===== config.mk =====
export PLATFORM = sky130hd
export DESIGN_NAME = control_sequencer
export DESIGN_NICKNAME = d
export VERILOG_FILES = /design/src/rtl/control_sequencer_pkg.sv /design/src/rtl/control_sequencer_step_counter.sv /design/src/rtl/control_sequencer.sv
export SDC_FILE = /design/constraint.sdc
export NUM_CORES = 1
export LEC_CHECK = 0
export ABC_AREA = 1
export ABC_CLOCK_PERIOD_IN_PS = 2300
export CAP_MARGIN = 20
export CORE_MARGIN = 3
export CORE_UTILIZATION = 30
export CTS_BUF_LIST = sky130_fd_sc_hd__clkbuf_4
export DETAILED_ROUTE_END_ITERATION = 10
export PLACE_DENSITY = 0.61
export SLEW_MARGIN = 30
export SYNTH_ARGS = -nofsm -noshare
export SYNTH_HDL_FRONTEND = slang
export SYNTH_HIERARCHICAL = 1
export SYNTH_SLANG_ARGS = --single-unit

===== constraint.sdc =====
create_clock -name clk -period 2.3 [get_ports clk]
set_input_delay 0.46 -clock clk [delete_from_list [all_inputs] [get_ports clk]]
set_output_delay 0.46 -clock clk [all_outputs]
set_load 0.03 [all_outputs]

===== src/rtl/control_sequencer_pkg.sv =====
`default_nettype none
// ============================================================================
//  Module      : control_sequencer_pkg
//  Description : Shared opcode and microstep constants plus the strobe bundle
//                type for the NSC-8 control sequencer.
//  Revision    : 1.0 - initial release
// ============================================================================
package control_sequencer_pkg;

  // Opcodes (IR upper nibble)
  localparam logic [3:0] OP_NOP = 4'h0;
  localparam logic [3:0] OP_LDA = 4'h1;
  localparam logic [3:0] OP_ADD = 4'h2;
  localparam logic [3:0] OP_SUB = 4'h3;
  localparam logic [3:0] OP_STA = 4'h4;
  localparam logic [3:0] OP_LDI = 4'h5;
  localparam logic [3:0] OP_JMP = 4'h6;
  localparam logic [3:0] OP_JC  = 4'h7;
  localparam logic [3:0] OP_JZ  = 4'h8;
  localparam logic [3:0] OP_OUT = 4'hE;
  localparam logic [3:0] OP_HLT = 4'hF;

  // Microstep encodings
  localparam logic [2:0] T0 = 3'd0;
  localparam logic [2:0] T1 = 3'd1;
  localparam logic [2:0] T2 = 3'd2;
  localparam logic [2:0] T3 = 3'd3;
  localparam logic [2:0] T4 = 3'd4;

  // One bit per datapath strobe
  typedef struct packed {
    logic pc_count;
    logic pc_jump;
    logic pc_output_enable;
    logic mar_load;
    logic ram_output_enable;
    logic ram_write;
    logic ir_load;
    logic ir_output_enable;
    logic a_load;
    logic a_output_enable;
    logic b_load;
    logic alu_output_enable;
    logic alu_subtract;
    logic flags_load;
    logic out_load;
  } strobes_t;

endpackage
`default_nettype wire


===== src/rtl/control_sequencer_step_counter.sv =====
`default_nettype none
// ============================================================================
//  Module      : control_sequencer_step_counter
//  Description : Microstep counter. Advances when enabled, clears at the end
//                of an instruction or after the last legal step, freezes on
//                halt, and recovers from any illegal value on the next clock.
//  Revision    : 1.0 - initial release
// ============================================================================
module control_sequencer_step_counter #(
  parameter int STEP_WIDTH = 3,
  parameter int LAST_STEP  = 4
) (
  input  logic                  clk,
  input  logic                  reset_n,
  input  logic                  enable,
  input  logic                  clear,
  input  logic                  freeze,
  output logic [STEP_WIDTH-1:0] step
);

  localparam logic [STEP_WIDTH-1:0] C_LAST = STEP_WIDTH'(LAST_STEP);

  logic [STEP_WIDTH-1:0] r_step;

  // Step register: illegal values self-correct regardless of enable
  always_ff @(posedge clk or negedge reset_n) begin
    if (!reset_n) begin
      r_step <= '0;
    end else if (r_step > C_LAST) begin
      r_step <= '0;
    end else if (enable && !freeze) begin
      if (clear || (r_step == C_LAST)) begin
        r_step <= '0;
      end else begin
        r_step <= r_step + STEP_WIDTH'(1);
      end
    end
  end

  assign step = r_step;

endmodule
`default_nettype wire


===== src/rtl/control_sequencer.sv =====
`default_nettype none
// ============================================================================
//  Module      : control_sequencer
//  Description : NSC-8 microstep controller. Steps through fetch/execute
//                T-states and decodes (step, opcode, flags) into datapath
//                strobes, gated by active & run_enable & ~halted.
//  Revision    : 1.0 - initial release
// ============================================================================
module control_sequencer
  import control_sequencer_pkg::*;
#(
  parameter int OPCODE_WIDTH = 4,
  parameter int STEP_WIDTH   = 3,
  parameter int LAST_STEP    = 4
) (
  input  logic                    clk,
  input  logic                    reset_n,
  input  logic                    run_enable,
  input  logic [OPCODE_WIDTH-1:0] opcode,
  input  logic                    carry_flag,
  input  logic                    zero_flag,
  output logic [STEP_WIDTH-1:0]   step,
  output logic                    halted,
  output logic                    pc_count,
  output logic                    pc_jump,
  output logic                    pc_output_enable,
  output logic                    mar_load,
  output logic                    ram_output_enable,
  output logic                    ram_write,
  output logic                    ir_load,
  output logic                    ir_output_enable,
  output logic                    a_load,
  output logic                    a_output_enable,
  output logic                    b_load,
  output logic                    alu_output_enable,
  output logic                    alu_subtract,
  output logic                    flags_load,
  output logic                    out_load
);

  logic                  r_active;
  logic                  r_halted;
  logic                  w_run;
  logic                  w_end;
  logic                  w_halt_now;
  logic [STEP_WIDTH-1:0] w_step;
  strobes_t              w_dec;
  strobes_t              w_strb;

  assign w_run = r_active && run_enable && !r_halted;

  // Halt freezes the step in T2 so the counter is not advanced on that edge
  control_sequencer_step_counter #(
    .STEP_WIDTH (STEP_WIDTH),
    .LAST_STEP  (LAST_STEP)
  ) u_step_counter (
    .clk     (clk),
    .reset_n (reset_n),
    .enable  (w_run && !w_halt_now),
    .clear   (w_end),
    .freeze  (r_halted),
    .step    (w_step)
  );

  // Active goes high on the first clock after reset release; halted latches on HLT
  always_ff @(posedge clk or negedge reset_n) begin
    if (!reset_n) begin
      r_active <= 1'b0;
      r_halted <= 1'b0;
    end else begin
      r_active <= 1'b1;
      if (w_run && w_halt_now) begin
        r_halted <= 1'b1;
      end
    end
  end

  // Strobe decoder: raw per-step strobes plus end-of-instruction and halt detect
  always_comb begin
    w_dec      = '0;
    w_end      = 1'b0;
    w_halt_now = 1'b0;
    case (w_step)
      T0: begin
        w_dec.pc_output_enable = 1'b1;
        w_dec.mar_load         = 1'b1;
      end
      T1: begin
        w_dec.ram_output_enable = 1'b1;
        w_dec.ir_load           = 1'b1;
        w_dec.pc_count          = 1'b1;
      end
      T2: begin
        w_end = 1'b1;
        case (opcode)
          OP_LDA, OP_ADD, OP_SUB, OP_STA: begin
            w_dec.ir_output_enable = 1'b1;
            w_dec.mar_load         = 1'b1;
            w_end                  = 1'b0;
          end
          OP_LDI: begin
            w_dec.ir_output_enable = 1'b1;
            w_dec.a_load           = 1'b1;
          end
          OP_JMP: begin
            w_dec.ir_output_enable = 1'b1;
            w_dec.pc_jump          = 1'b1;
          end
          OP_JC: begin
            w_dec.ir_output_enable = carry_flag;
            w_dec.pc_jump          = carry_flag;
          end
          OP_JZ: begin
            w_dec.ir_output_enable = zero_flag;
            w_dec.pc_jump          = zero_flag;
          end
          OP_OUT: begin
            w_dec.a_output_enable = 1'b1;
            w_dec.out_load        = 1'b1;
          end
          OP_HLT: begin
            w_halt_now = 1'b1;
            w_end      = 1'b0;
          end
          default: begin
            w_end = 1'b1;
          end
        endcase
      end
      T3: begin
        w_end = 1'b1;
        case (opcode)
          OP_LDA: begin
            w_dec.ram_output_enable = 1'b1;
            w_dec.a_load            = 1'b1;
          end
          OP_ADD, OP_SUB: begin
            w_dec.ram_output_enable = 1'b1;
            w_dec.b_load            = 1'b1;
            w_dec.alu_subtract      = (opcode == OP_SUB);
            w_end                   = 1'b0;
          end
          OP_STA: begin
            w_dec.a_output_enable = 1'b1;
            w_dec.ram_write       = 1'b1;
          end
          default: begin
            w_end = 1'b1;
          end
        endcase
      end
      T4: begin
        w_end = 1'b1;
        if ((opcode == OP_ADD) || (opcode == OP_SUB)) begin
          w_dec.alu_output_enable = 1'b1;
          w_dec.a_load            = 1'b1;
          w_dec.flags_load        = 1'b1;
          w_dec.alu_subtract      = (opcode == OP_SUB);
        end
      end
      default: begin
        w_end = 1'b1;
      end
    endcase
  end

  // Output gating: nothing reaches the datapath unless actively running
  always_comb begin
    w_strb = w_run ? w_dec : '0;
  end

  assign step              = w_step;
  assign halted            = r_halted;
  assign pc_count          = w_strb.pc_count;
  assign pc_jump           = w_strb.pc_jump;
  assign pc_output_enable  = w_strb.pc_output_enable;
  assign mar_load          = w_strb.mar_load;
  assign ram_output_enable = w_strb.ram_output_enable;
  assign ram_write         = w_strb.ram_write;
  assign ir_load           = w_strb.ir_load;
  assign ir_output_enable  = w_strb.ir_output_enable;
  assign a_load            = w_strb.a_load;
  assign a_output_enable   = w_strb.a_output_enable;
  assign b_load            = w_strb.b_load;
  assign alu_output_enable = w_strb.alu_output_enable;
  assign alu_subtract      = w_strb.alu_subtract;
  assign flags_load        = w_strb.flags_load;
  assign out_load          = w_strb.out_load;

endmodule
`default_nettype wire


After elaboration in Yosys (flattened, before gate mapping)
Index checks and enable logic that the tools add are counted.

Bits of input ports: 9. Logic and storage cells: 71. Flip-flop bits (word level): 5.

Add/subtract/negate cells: 1. $lt $le $gt $ge: 1. Eq/ne operators: 14. Mux-type cells: 35. Reduce and logical (&&, ||, !) cells: 17.

Operator list (number): $mux W1 (22); $eq A4 B3 Y1 const B (4); $mux W15 (1); $eq A4 B4 Y1 const B (3); $mux W3 (4); $pmux W1 S3 (4); $eq A4 B2 Y1 const B (2); $pmux W1 S2 (4); $eq A3 B2 Y1 const B (2); $reduce_or A6 Y1 (1); $logic_and A1 B1 Y1 (5); $reduce_or A5 Y1 (1); $eq A4 B1 Y1 const B (1); $reduce_or A2 Y1 (2); $reduce_or A4 Y1 (1); $add A3 B1 Y3 const B (1); $eq A3 B1 Y1 const B (1); $eq A3 B3 Y1 const B (1); $gt A3 B3 Y1 const B (1); $logic_not A3 Y1 (1); $reduce_or A3 Y1 (1); $logic_not A1 Y1 (2); $logic_or A1 B1 Y1 (2); $reduce_bool A2 Y1 (1).

Longest topological paths before layout
Depth after elaboration: 8. Mapped depth: 11. Mapped depth without buffers: 11.

Hierarchy
Netlist, hierarchy kept.

By module, submodules not included: control_sequencer (area each 424.2 um^2, instances 1, cells each 87); control_sequencer_step_counter (area each 196.4 um^2, instances 1, cells each 29).

Least setup slack after synthesis
Ideal clock, no wire load.

Path kind: reg-to-output. Start: register r_halted, in the netlist halted. End: output flags_load. Path buffers: 1. Data arrival time: 1624 ps. Path slack: 216 ps. Stages on the path, launching flop included: 7. Required time: 1840 ps. Path through: dfrtp_1 inv_1 nand3_2 inv_1 nand2_1 nor2_1 buf_4.

Longest elaborated chain between the ends: 3.

RTL lines: start: declaration (RTL line control_sequencer.sv:42) `logic r_halted;`; start signal: assignment (RTL line control_sequencer.sv:69) `r_halted <= 1'b0;`; start signal: assignment (RTL line control_sequencer.sv:73) `r_halted <= 1'b1;`; $logic_not A1 Y1 (RTL line control_sequencer.sv:50) `assign w_run = r_active && run_enable && !r_halted;`; $logic_and A1 B1 Y1 (RTL line control_sequencer.sv:50); $mux W15 (RTL line control_sequencer.sv:169) `w_strb = w_run ? w_dec : '0;`; end: declaration (RTL line control_sequencer.sv:37) `output logic flags_load,`.

No other way between the ends.

Worst setup path in the final report
Start: input opcode[0]. End: output a_load.

Longest elaborated chain between the ends: 5. Elaborated cells between the ends (all ways): 10. Classes of those cells: eq/ne: 4; mux: 5; reduce/logical: 1.

RTL lines: start: declaration (RTL line control_sequencer.sv:19) `input logic [OPCODE_WIDTH-1:0] opcode,`; $eq A4 B2 Y1 (RTL line control_sequencer.sv:154) `if ((opcode == OP_ADD) || (opcode == OP_SUB)) begin`; $logic_or A1 B1 Y1 (RTL line control_sequencer.sv:154); $mux W1 (RTL line control_sequencer.sv:154); $pmux W1 S3 (*) (RTL line control_sequencer.sv:83) `case (w_step)`; $mux W15 (*) (RTL line control_sequencer.sv:169); end: declaration (RTL line control_sequencer.sv:32) `output logic a_load,`.

Mark *: on every way between the ends. The rest lies on a longest branch, timed or not.

==> results.txt <==
Status -> finished clean
Placed cell count -> 166
Largest net degree at the start of global routing -> 11
Top cells by count, synth -> nand2_1 (30), nor2_1 (24), inv_1 (20), nand3_1 (11)
CP peak stage delay -> 0.56 ns
Grt total ovfl -> 0
Placed inst area -> 870 µm²
# Post-CTS Setup Buffers -> 0
Cell count after synthesis -> 116
Detail Route Antenna Nets -> 0
Total die area -> 2650 µm²
Yosys warns -> 6
Num CTS Buffers -> 3
XOR/XNOR Fraction of Synth Area -> 0
Pwr per Cell Area -> 273 nW/µm²
N_diodes -> 0
Syn Nets -> 127
Layout cells sized above 1 -> 0.214
Ys async rst share -> 1.00
DP HPWL -> 1420 µm
Mean Syn Cell Area -> 5.35 µm²
GRT Util Overall -> 0.132
Adder-Cell Fraction of Synth Area -> 0.0403
Dpl ws -> 0.136 ns
Endpoints failing setup -> 0
First-pass GRT wire length -> 2680 µm
Final Power -> 246 µW
LEAKAGE -> 0.000522 µW
Reg2reg start -> u_step_counter/step[0]
Setup_tns -> 0 ns
Fillcell total -> 208
Final GP Congestion -> 0.844
Final count of pins violating max slew -> 0
Critical Path, Cell by Cell -> clkdlybuf4s50_1 > inv_1 > nor2_1 > nand2_1 > nor2_1 > nor2_1 > nor2_1 > buf_4
Synthesis-stage register bit count -> 5
Clock sink count -> 5
Worst EP arrival -> 1.73 ns
Post-synthesis mux area share -> 0
Number of max-cap violations -> 0
Layout Nets -> 157
Sequential-to-total area share from yosys stat -> 0.202
CTS resizes -> 0
Period utilisation layout -> 0.951
Number of port buffers -> 27
I/O pins -> 28
R2r endpoint -> u_step_counter/step[0]
Slowest stage cell, crit path -> clkdlybuf4s50_1
Vias in the first global route -> 668
F_max -> 457 MHz
Latest clock arrival within the worst-skew pair -> 0.26 ns
# rows -> 15
Initial core utilization -> 0.337
Most common cell in the netlist -> nand2_1
Worst VDD drop -> 0.302 mV
Chip height -> 51.5 µm
Router iterations before antenna repair -> 4
Multi-input logic area -> 383 µm²
Post-synth EDFFs -> 0
Post-route insts no fill -> 170
Finished Cell Area -> 900 µm²
Cells on worst reg2reg path -> 8
Register-to-register setup slack -> 0.86 ns
Initial DRC Count -> 25
CP most frequent cell -> nor2_1
Critical Path RT -> 1.84 ns
Hold Violations, Final -> 0
CTS max path bufs -> 2
Mapped Area -> 621 µm²
Kind of critical path -> in2out
Worst setup EP type -> output pin
Ranking of synthesized cells by area -> dfrtp_1 (20%), nand2_1 (18%), nor2_1 (15%)
Reg clk slew, reported paths -> 0.05 ns
CTS H-Tree Depth -> 1
Sequential Area -> 125 µm²
Worst setup margin -> 0.114 ns
Area growth, synth to finish -> 45.0%
Via density -> 4.49
Via count -> 764
Min cycle time layout -> 2.19 ns
Crit path max fanout -> 5
# DRC -> 0
Clk_skew -> 0.00949 ns
CP Launch Type -> primary input
Synth area leader -> dfrtp_1
Simple logic cell fraction of the synthesized area -> 0.518
Die W -> 51.5 µm
RSZ-0062 raised after global routing -> no
Drt total wl -> 1680 µm
Prevailing post-synth register cell -> dfrtp_1
Unique masters post-synth -> 18
Post-synth top area share -> 0.202
Combinational family with the most area after synthesis -> simple AND/OR/NAND/NOR gates
CTS Root Cell -> clkbuf_4
Initial antenna violation count -> 0
Compound-Gate Fraction of Synth Area -> 0.0524
# hold bufs at CTS -> 0
CORE AREA -> 1840 µm²
CTS tree -> yes
Hold/Removal Path Class -> in2async
WL per Instance -> 9.91 µm
[where the power goes]
part	internal (µW)	switching [µW]	leakage, µW
Combinational	17.5	19.7	0.000441
Sequential	89.2	0.410	0.0000623
Clock	77.7	41.2	0.0000184
Total	184	61.3	0.000522
[placed cells by master (no fill, tap or decap), types with 3 or more instances in the layout]
master and count:
nand3_1 11, nor2_1 24, nor2_2 3, clkbuf_4 4, inv_2 5, buf_4 15
inv_1 20, clkdlybuf4s50_1 12, dfrtp_1 5, nand2_1 30
[area by class of cell]
cell class,count,area share
Timing Repair Buffer,27,0.259
Clock buffer,4,0.0334
Tap cell,25,0.0348
Inverter,26,0.108
Multi-Input combinational cell,83,0.426
Sequential cell,5,0.139
[critical path: cells and delay by family]
kind	cells	cell delay, ns
buf+inv	3	0.79
simple gates	5	0.47
[stage by stage]
stage / hold WS, ns / util
2_1_floorplan: 0.164 / -
3_3_place_gp: 0.521 / 0.473
3_5_place_dp: 0.533 / 0.473
4_1_cts: 0.423 / 0.489
5_1_grt: 0.432 / 0.489
6_report: 0.424 / 0.489
[layer usage]
| layer | track usage | part of all wire | vias to the layer above |
|---|---|---|---|
| met5 | 0 | 0 | - |
| met4 | 0.0568 | 0.011 | 0 |
| met3 | 0.0292 | 0.039 | 2 |
| met2 | 0.216 | 0.49 | 20 |
| met1 | 0.164 | 0.46 | 338 |
| li1 | - | - | 404 |
[sequential cells by signal, indices dropped and copies added, names as in the netlist]
name,flops
halted,1
r_active,1
u_step_counter/step,3
[how the worst max path moves through the flow]
stage / startpoint / to / slack [ns]
global placement: opcode[0] / mar_load / 0.13
finish: opcode[0] / a_load / 0.11
global route: opcode[0] / a_load / 0.02
floorplan: halted / flags_load / 0.22
CTS: opcode[2] / alu_output_enable / 0.13
detailed placement: opcode[0] / a_load / 0.14
[logic make-up after synthesis]
logic type      Yosys count
other cells               1
compound gates            6
flops                     5
fa+ha+maj                 2
simple gates             74
buf+inv                  28
Note: power is estimated with default switching activity, not from simulation.
